`src/rtl/paddle_rc_emulator_pkg.sv`:
```
// Shared state encoding, default constants and sizing helper for the paddle RC emulator.
package paddle_pkg;

  typedef enum logic [1:0] {
    CH_IDLE    = 2'd0,
    CH_CHARGE  = 2'd1,
    CH_CHARGED = 2'd2
  } chan_state_e;

  localparam int         DEF_POS_W      = 8;
  localparam logic [7:0] DEF_POS_MIN    = 8'h10;
  localparam logic [7:0] DEF_POS_MAX    = 8'hF0;
  localparam logic [7:0] DEF_POS_INIT   = 8'h80;
  localparam int         DEF_STEP_DIV   = 65536;
  localparam int         DEF_CHG_OFFSET = 256;
  localparam int         DEF_CHG_SCALE  = 16;

  // Counter must hold the longest charge value itself (4096 at defaults needs 13 bits).
  function automatic int chg_cnt_width(input int offset, input int pos_max, input int scale);
    return $clog2(offset + pos_max * scale + 1);
  endfunction

endpackage

```
`src/rtl/paddle_rc_emulator_if.sv`:
```
// Player controls, chip discharge pins and the emulated charge/position outputs.
interface paddle_rc_emulator_if
  import paddle_pkg::*;
#(
  parameter int POS_W = DEF_POS_W
) ();

  logic [1:0]       i_up;
  logic [1:0]       i_down;
  logic             i_lp_dwn;
  logic             i_rp_dwn;
  logic             o_lp_in;
  logic             o_rp_in;
  logic [POS_W-1:0] o_lp_pos;
  logic [POS_W-1:0] o_rp_pos;

  modport master (
    output i_up, i_down, i_lp_dwn, i_rp_dwn,
    input  o_lp_in, o_rp_in, o_lp_pos, o_rp_pos
  );

  modport slave (
    input  i_up, i_down, i_lp_dwn, i_rp_dwn,
    output o_lp_in, o_rp_in, o_lp_pos, o_rp_pos
  );

endinterface

```
`src/rtl/paddle_rc_emulator_channel.sv`:
```
// One paddle: synchronizers, saturating position and the RC charge-time FSM.
module paddle_rc_channel
  import paddle_pkg::*;
#(
  parameter int               POS_W      = DEF_POS_W,
  parameter logic [POS_W-1:0] POS_MIN    = DEF_POS_MIN,
  parameter logic [POS_W-1:0] POS_MAX    = DEF_POS_MAX,
  parameter logic [POS_W-1:0] POS_INIT   = DEF_POS_INIT,
  parameter int               CHG_OFFSET = DEF_CHG_OFFSET,
  parameter int               CHG_SCALE  = DEF_CHG_SCALE
) (
  input  logic             clk50,
  input  logic             reset,
  input  logic             chip_rst_i,
  input  logic             step_tick_i,
  input  logic             up_i,
  input  logic             down_i,
  input  logic             dwn_i,
  output logic             in_o,
  output logic [POS_W-1:0] pos_o
);

  localparam int               CNT_W    = chg_cnt_width(CHG_OFFSET, int'(POS_MAX), CHG_SCALE);
  localparam logic [1:0]       S_IDLE    = CH_IDLE;
  localparam logic [1:0]       S_CHARGE  = CH_CHARGE;
  localparam logic [1:0]       S_CHARGED = CH_CHARGED;
  localparam logic [POS_W-1:0] POS_ONE   = POS_W'(1'b1);
  localparam logic [CNT_W-1:0] CNT_ONE   = CNT_W'(1'b1);
  localparam logic [CNT_W-1:0] CNT_ZERO  = {CNT_W{1'b0}};

  logic [1:0]       dwn_sync_q;
  logic             dwn_dly_q;
  logic [1:0]       up_sync_q;
  logic [1:0]       down_sync_q;
  logic [POS_W-1:0] pos_q, pos_d;
  logic [1:0]       state_q, state_d;
  logic [CNT_W-1:0] cnt_q, cnt_d;
  logic             in_q, in_d;
  logic             dwn_fall_s;
  logic [CNT_W-1:0] chg_len_s;

  // Two-flop synchronizers plus one delay stage on dwn for edge detection.
  always_ff @(posedge clk50) begin
    if (reset) begin
      dwn_sync_q  <= 2'b11;
      dwn_dly_q   <= 1'b1;
      up_sync_q   <= 2'b00;
      down_sync_q <= 2'b00;
    end else begin
      dwn_sync_q  <= {dwn_sync_q[0], dwn_i};
      dwn_dly_q   <= dwn_sync_q[1];
      up_sync_q   <= {up_sync_q[0], up_i};
      down_sync_q <= {down_sync_q[0], down_i};
    end
  end

  // Load on the synchronized falling edge; release/abort look at the delayed copy so
  // output fall latency matches rise latency (3 edges from raw sample).
  assign dwn_fall_s = ~dwn_sync_q[1] & dwn_dly_q;
  assign chg_len_s  = CNT_W'(CHG_OFFSET) + (CNT_W'(pos_q) * CNT_W'(CHG_SCALE));

  // Saturating position step, applied only on the shared step tick.
  always_comb begin
    pos_d = pos_q;
    if (step_tick_i && up_sync_q[1] && !down_sync_q[1]) begin
      if (pos_q > POS_MIN) begin
        pos_d = pos_q - POS_ONE;
      end else begin
        pos_d = POS_MIN;
      end
    end else if (step_tick_i && down_sync_q[1] && !up_sync_q[1]) begin
      if (pos_q < POS_MAX) begin
        pos_d = pos_q + POS_ONE;
      end else begin
        pos_d = POS_MAX;
      end
    end else begin
      pos_d = pos_q;
    end
  end

  // Charge FSM next state; chip_rst overrides everything.
  always_comb begin
    state_d = state_q;
    cnt_d   = cnt_q;
    in_d    = 1'b0;
    if (chip_rst_i) begin
      state_d = S_IDLE;
      cnt_d   = CNT_ZERO;
      in_d    = 1'b0;
    end else begin
      case (state_q)
        S_IDLE: begin
          if (dwn_fall_s) begin
            state_d = S_CHARGE;
            cnt_d   = chg_len_s;
          end else begin
            state_d = S_IDLE;
          end
        end
        S_CHARGE: begin
          if (dwn_dly_q) begin
            state_d = S_IDLE;
          end else if (cnt_q == CNT_ZERO) begin
            state_d = S_CHARGED;
            in_d    = 1'b1;
          end else begin
            cnt_d = cnt_q - CNT_ONE;
          end
        end
        S_CHARGED: begin
          if (dwn_dly_q) begin
            state_d = S_IDLE;
          end else begin
            in_d = 1'b1;
          end
        end
        default: begin
          state_d = S_IDLE;
          cnt_d   = CNT_ZERO;
        end
      endcase
    end
  end

  // Position, FSM, counter and output registers.
  always_ff @(posedge clk50) begin
    if (reset) begin
      pos_q   <= POS_INIT;
      state_q <= S_IDLE;
      cnt_q   <= CNT_ZERO;
      in_q    <= 1'b0;
    end else begin
      pos_q   <= pos_d;
      state_q <= state_d;
      cnt_q   <= cnt_d;
      in_q    <= in_d;
    end
  end

  assign in_o  = in_q;
  assign pos_o = pos_q;

endmodule

```
`src/rtl/paddle_rc_emulator.sv`:
```
// Emulates both AY-3-8500 paddle RC networks: shared step prescaler plus two channels.
module paddle_rc_emulator
  import paddle_pkg::*;
#(
  parameter int               POS_W      = DEF_POS_W,
  parameter logic [POS_W-1:0] POS_MIN    = DEF_POS_MIN,
  parameter logic [POS_W-1:0] POS_MAX    = DEF_POS_MAX,
  parameter logic [POS_W-1:0] POS_INIT   = DEF_POS_INIT,
  parameter int               STEP_DIV   = DEF_STEP_DIV,
  parameter int               CHG_OFFSET = DEF_CHG_OFFSET,
  parameter int               CHG_SCALE  = DEF_CHG_SCALE
) (
  input logic                 clk50,
  input logic                 reset,
  input logic                 chip_rst,
  paddle_rc_emulator_if.slave pad
);

  localparam int               PRE_W    = (STEP_DIV > 1) ? $clog2(STEP_DIV) : 1;
  localparam logic [PRE_W-1:0] PRE_LAST = PRE_W'(STEP_DIV - 1);

  logic [PRE_W-1:0] presc_q, presc_d;
  logic             step_tick_s;
  logic             lp_in_s, rp_in_s;
  logic [POS_W-1:0] lp_pos_s, rp_pos_s;

  assign step_tick_s = (presc_q == PRE_LAST);

  // Free-running prescaler, wraps at STEP_DIV-1.
  always_comb begin
    if (step_tick_s) begin
      presc_d = {PRE_W{1'b0}};
    end else begin
      presc_d = presc_q + PRE_W'(1'b1);
    end
  end

  // Prescaler register; unaffected by chip_rst.
  always_ff @(posedge clk50) begin
    if (reset) begin
      presc_q <= {PRE_W{1'b0}};
    end else begin
      presc_q <= presc_d;
    end
  end

  paddle_rc_channel #(
    .POS_W(POS_W), .POS_MIN(POS_MIN), .POS_MAX(POS_MAX), .POS_INIT(POS_INIT),
    .CHG_OFFSET(CHG_OFFSET), .CHG_SCALE(CHG_SCALE)
  ) u_left (
    .clk50(clk50), .reset(reset), .chip_rst_i(chip_rst), .step_tick_i(step_tick_s),
    .up_i(pad.i_up[0]), .down_i(pad.i_down[0]), .dwn_i(pad.i_lp_dwn),
    .in_o(lp_in_s), .pos_o(lp_pos_s)
  );

  paddle_rc_channel #(
    .POS_W(POS_W), .POS_MIN(POS_MIN), .POS_MAX(POS_MAX), .POS_INIT(POS_INIT),
    .CHG_OFFSET(CHG_OFFSET), .CHG_SCALE(CHG_SCALE)
  ) u_right (
    .clk50(clk50), .reset(reset), .chip_rst_i(chip_rst), .step_tick_i(step_tick_s),
    .up_i(pad.i_up[1]), .down_i(pad.i_down[1]), .dwn_i(pad.i_rp_dwn),
    .in_o(rp_in_s), .pos_o(rp_pos_s)
  );

  assign pad.o_lp_in  = lp_in_s;
  assign pad.o_rp_in  = rp_in_s;
  assign pad.o_lp_pos = lp_pos_s;
  assign pad.o_rp_pos = rp_pos_s;

endmodule

```
`src/flat_wrapper.sv`:
```
// flat-port wrapper written by rule: the top's interface ports become plain ports
module paddle_rc_emulator_flat import paddle_pkg::*;
#(
  parameter int               POS_W      = DEF_POS_W,
  parameter logic [POS_W-1:0] POS_MIN    = DEF_POS_MIN,
  parameter logic [POS_W-1:0] POS_MAX    = DEF_POS_MAX,
  parameter logic [POS_W-1:0] POS_INIT   = DEF_POS_INIT,
  parameter int               STEP_DIV   = DEF_STEP_DIV,
  parameter int               CHG_OFFSET = DEF_CHG_OFFSET,
  parameter int               CHG_SCALE  = DEF_CHG_SCALE
)
  (clk50, reset, chip_rst, pad_i_up, pad_i_down, pad_i_lp_dwn, pad_i_rp_dwn, pad_o_lp_in, pad_o_rp_in, pad_o_lp_pos, pad_o_rp_pos);
  paddle_rc_emulator_if #(.POS_W(POS_W)) pad_i ();
  input logic clk50;
  input logic reset;
  input logic chip_rst;
  input wire logic [$bits(pad_i.i_up)-1:0] pad_i_up;
  input wire logic [$bits(pad_i.i_down)-1:0] pad_i_down;
  input wire logic [$bits(pad_i.i_lp_dwn)-1:0] pad_i_lp_dwn;
  input wire logic [$bits(pad_i.i_rp_dwn)-1:0] pad_i_rp_dwn;
  output wire logic [$bits(pad_i.o_lp_in)-1:0] pad_o_lp_in;
  output wire logic [$bits(pad_i.o_rp_in)-1:0] pad_o_rp_in;
  output wire logic [$bits(pad_i.o_lp_pos)-1:0] pad_o_lp_pos;
  output wire logic [$bits(pad_i.o_rp_pos)-1:0] pad_o_rp_pos;
  assign pad_i.i_up = pad_i_up;
  assign pad_i.i_down = pad_i_down;
  assign pad_i.i_lp_dwn = pad_i_lp_dwn;
  assign pad_i.i_rp_dwn = pad_i_rp_dwn;
  assign pad_o_lp_in = pad_i.o_lp_in;
  assign pad_o_rp_in = pad_i.o_rp_in;
  assign pad_o_lp_pos = pad_i.o_lp_pos;
  assign pad_o_rp_pos = pad_i.o_rp_pos;
  paddle_rc_emulator #(.POS_W(POS_W), .POS_MIN(POS_MIN), .POS_MAX(POS_MAX), .POS_INIT(POS_INIT), .STEP_DIV(STEP_DIV), .CHG_OFFSET(CHG_OFFSET), .CHG_SCALE(CHG_SCALE)) u_core (.clk50(clk50), .reset(reset), .chip_rst(chip_rst), .pad(pad_i));
endmodule
```
`config.mk`:
```
export PLATFORM = sky130hd
export DESIGN_NAME = paddle_rc_emulator_flat
export DESIGN_NICKNAME = d
export VERILOG_FILES = /design/src/rtl/paddle_rc_emulator_pkg.sv /design/src/rtl/paddle_rc_emulator_if.sv /design/src/rtl/paddle_rc_emulator_channel.sv /design/src/rtl/paddle_rc_emulator.sv /design/src/flat_wrapper.sv
export SDC_FILE = /design/constraint.sdc
export NUM_CORES = 1
export LEC_CHECK = 0
export ABC_AREA = 1
export BUFFER_PORTS_ARGS = -buffer_cell sky130_fd_sc_hd__clkbuf_2
export CAP_MARGIN = 20
export CORE_ASPECT_RATIO = 1.2
export CORE_MARGIN = 4
export CORE_UTILIZATION = 30
export DETAILED_ROUTE_END_ITERATION = 10
export GPL_TIMING_DRIVEN = 0
export SKIP_CTS_REPAIR_TIMING = 1
export SLEW_MARGIN = 30
export SYNTH_ARGS = -nofsm -noshare
export SYNTH_HDL_FRONTEND = slang
export SYNTH_SLANG_ARGS = --single-unit
```
`constraint.sdc`:
```
create_clock -name clk50 -period 3.8 [get_ports clk50]
set_input_delay 0.38 -clock clk50 [delete_from_list [all_inputs] [get_ports clk50]]
set_output_delay 0.38 -clock clk50 [all_outputs]
set_load 0.02 [all_outputs]
```
==> metrics.txt <==
status finished clean; Hold Path Depth 2; die height between 100 and 150 um; TritonCTS Sinks 78; All-Layer GR Usage between 10% and 20%; R2R Setup Slk approximately 1.9 ns; Syn Std Cell Area a little over 5000 sq um; max_cap viols 0; total power 1.94 mW; maximum clock rate between 0.5 and 0.6 GHz; Starting DRT DRC Count 204; Hold Path End u_core.u_right.dwn_sync_q[0]; H-tree lvl count 3; Slew Limit Headroom a little over three fifths; worst vdd ir about 230 uV; Core Area about 16000 sq um; DRC Markers 0; largest net degree at the start of global routing 15; yosys synthesis warning count 0; actual slew at the worst max-slew pin ~0.56 ns; nets just under 900; routability cong. 0.881; Final setup viols 0; RR Endpoint u_core.u_left.cnt_q[4]; Power Density around 340 nW/um^2; Cell Count, Final, Fillers Out 1049; final hold viol count 0; EDFF count, synth 0; Syn Area/Cell roughly 6.3 sq um; port buffer count 25; dpl hpwl 9070 um; drt first pass iters 5; clock latency on the worst-skew pair between 0.3 and 0.4 ns; GR Overflow Total 0; Setup TNS Final 0 ns; leakage power 2.79 nW; vias in the first global route between 4000 and 5000; hold path start pad_i_rp_dwn; Routed Antenna Nets 0; cell taking the most area after synthesis dfxtp_1; IO Pins 27; Yosys reg bits 78; wire length per cell approximately 12 um; Synth Flop Type dfxtp_1; Final Skew approximately 0.0088 ns; Initial Util 30.8%; layout cell share with drive strength beyond 1 approximately 10%; reg-to-reg startpoint u_core.u_left.state_q[1]; synthesized instance count about 800; final wirelength roughly 12000 um; min-delay worst type in2reg; ranking of synthesized cells by area dfxtp_1 31%, nand2_1 15%, nor2_1 9.4%; first-pass GRT wire length 21000 um; antenna violations before repair 0; Synth Net Count 830; arrival time worst endpoint approximately 2.2 ns; Max Slew Vio Count 0; Synth top area share 31.1%; clk slew on worst S/H paths approximately 0.060 ns; Layout area overhead 14.4%; fillcell total 1847; TritonCTS Buffers 9; Distinct cells, synth 35; via density per instance between 4 and 5; RSZ-0062 raised after global routing no; crit path launch type flip-flop; Root Buffer clkbuf_16; CTS tree done; row count 51; DIE AREA between 15000 and 20000 sq um; cell depth of the worst flop-to-flop path 10; post-layout util between 30% and 40%; post-synthesis sequential area ratio slightly above 30%; CTS max path bufs 2; Vias approximately 4800; Async SR Flop Fraction 0%; dpl cells approximately 1000; Crit Path Class reg2reg; ant diodes 0; Tcrit/Tclk final 51.2%; Die Span X between 100 and 150 um; largest driver fanout on the critical path 9; minimum clock period a little under 2 ns; Worst EP required around 4.0 ns; Worst setup EP type flip-flop
state kept, by name (all words and copies together) (netlist names), 8 cells and up:
register	flops
u_core.u_right.pos_o	8
u_core.u_left.pos_o	8
u_core.u_right.cnt_q	13
u_core.presc_q	16
u_core.u_left.cnt_q	13
stage by stage:
stage	area, sq um	worst slack, ns	hold WS (ns)
3_5_place_dp	5420	1.86	0.394
3_3_place_gp	5420	1.87	0.392
6_report	5750	1.86	0.222
5_1_grt	5750	1.60	0.227
4_1_cts	5750	1.84	0.209
2_1_floorplan	5030	2.16	0.388
kinds of logic (layout without fill, tap and decap cells):
group / count (synthesis) / after routing / share of synthesized area [%]
xor gates and xnor gates: 19 / 19 / 3.31
and+or+nand+nor: 454 / 454 / 39.0
buffers and inverters: 127 / 168 / 10.7
DFF: 78 / 78 / 31.1
AOI/OAI and AO/OA: 93 / 93 / 9.73
adders and majority gates: 25 / 25 / 6.22
synthesized netlist by cell type (all sizes together) (3+ instances only):
cell type,n
nand2,209
nor2,133
inv,108
nand3,86
dfxtp,78
a21oi,45
o21ai,41
ha,25
xor2,16
buf,12
nand4,9
nor3,8
o21bai,6
clkbuf,5
or2,5
xnor2,3
report_power, final:
part	total [mW]	switching, mW	internal, mW	leakage [nW]
Combinational	0.142	0.0931	0.0491	2.00
Sequential	0.844	0.0104	0.833	0.633
Clock	0.959	0.361	0.598	0.159
layout by cell type, fill, tap and decap left out, drive strengths merged:
cell and count:
a21oi 45, buf 12, bufinv 2, clkbuf 40, clkinv 4, clkinvlp 1
dfxtp 78, ha 25, inv 109, nand2 209, nand3 86, nand3b 2
nand4 9, nor2 133, nor3 8, nor3b 1, o21ai 41, o21bai 6
o22ai 1, or2 5, or3 1, xnor2 3, xor2 16
how the worst max path moves through the flow:
stage,startpoint,to,cells past startpoint
2_1_floorplan,u_core.u_left.pos_o[4],u_core.u_left.pos_o[4],10
3_3_place_gp,u_core.u_left.state_q[1],u_core.u_left.cnt_q[4],10
3_5_place_dp,u_core.u_left.state_q[1],u_core.u_left.cnt_q[4],10
4_1_cts,u_core.u_left.state_q[1],u_core.u_left.cnt_q[4],10
5_1_grt,u_core.u_left.state_q[0],u_core.u_left.cnt_q[4],10
6_report,u_core.u_left.state_q[1],u_core.u_left.cnt_q[4],10
critical path: stages (launching register included):
cell and delay, ns:
dfxtp_1 0.33, inv_1 0.08, ha_1 0.14, buf_2 0.18
inv_1 0.10, a21oi_1 0.19, nor2_1 0.08, nand2_1 0.26
nand2_2 0.20, o21ai_0 0.21, nor2_1 0.06
layer usage:
| layer | part of all wire [%] | wire length (um) | global-route usage, % |
|---|---|---|---|
| met1 | 47 | 5740 | 16.8 |
| met2 | 48 | 5810 | 23.1 |
| met3 | 2.1 | 250 | 1.61 |
| met4 | 2.6 | 319 | 5.90 |
| met5 | 0 | 0 | 0 |
layout make-up:
type | instances | area, sq um | share of cell area [%]
buffer | 17 | 110 | 1.91
clock buffer | 10 | 239 | 4.16
clock inverter | 6 | 93.8 | 1.63
inverter | 110 | 428 | 7.44
multi-input combinational | 591 | 2930 | 50.9
sequential | 78 | 1560 | 27.2
tap | 212 | 265 | 4.61
timing repair buffer | 25 | 125 | 2.18
Note: power is estimated with default switching activity, not from simulation.
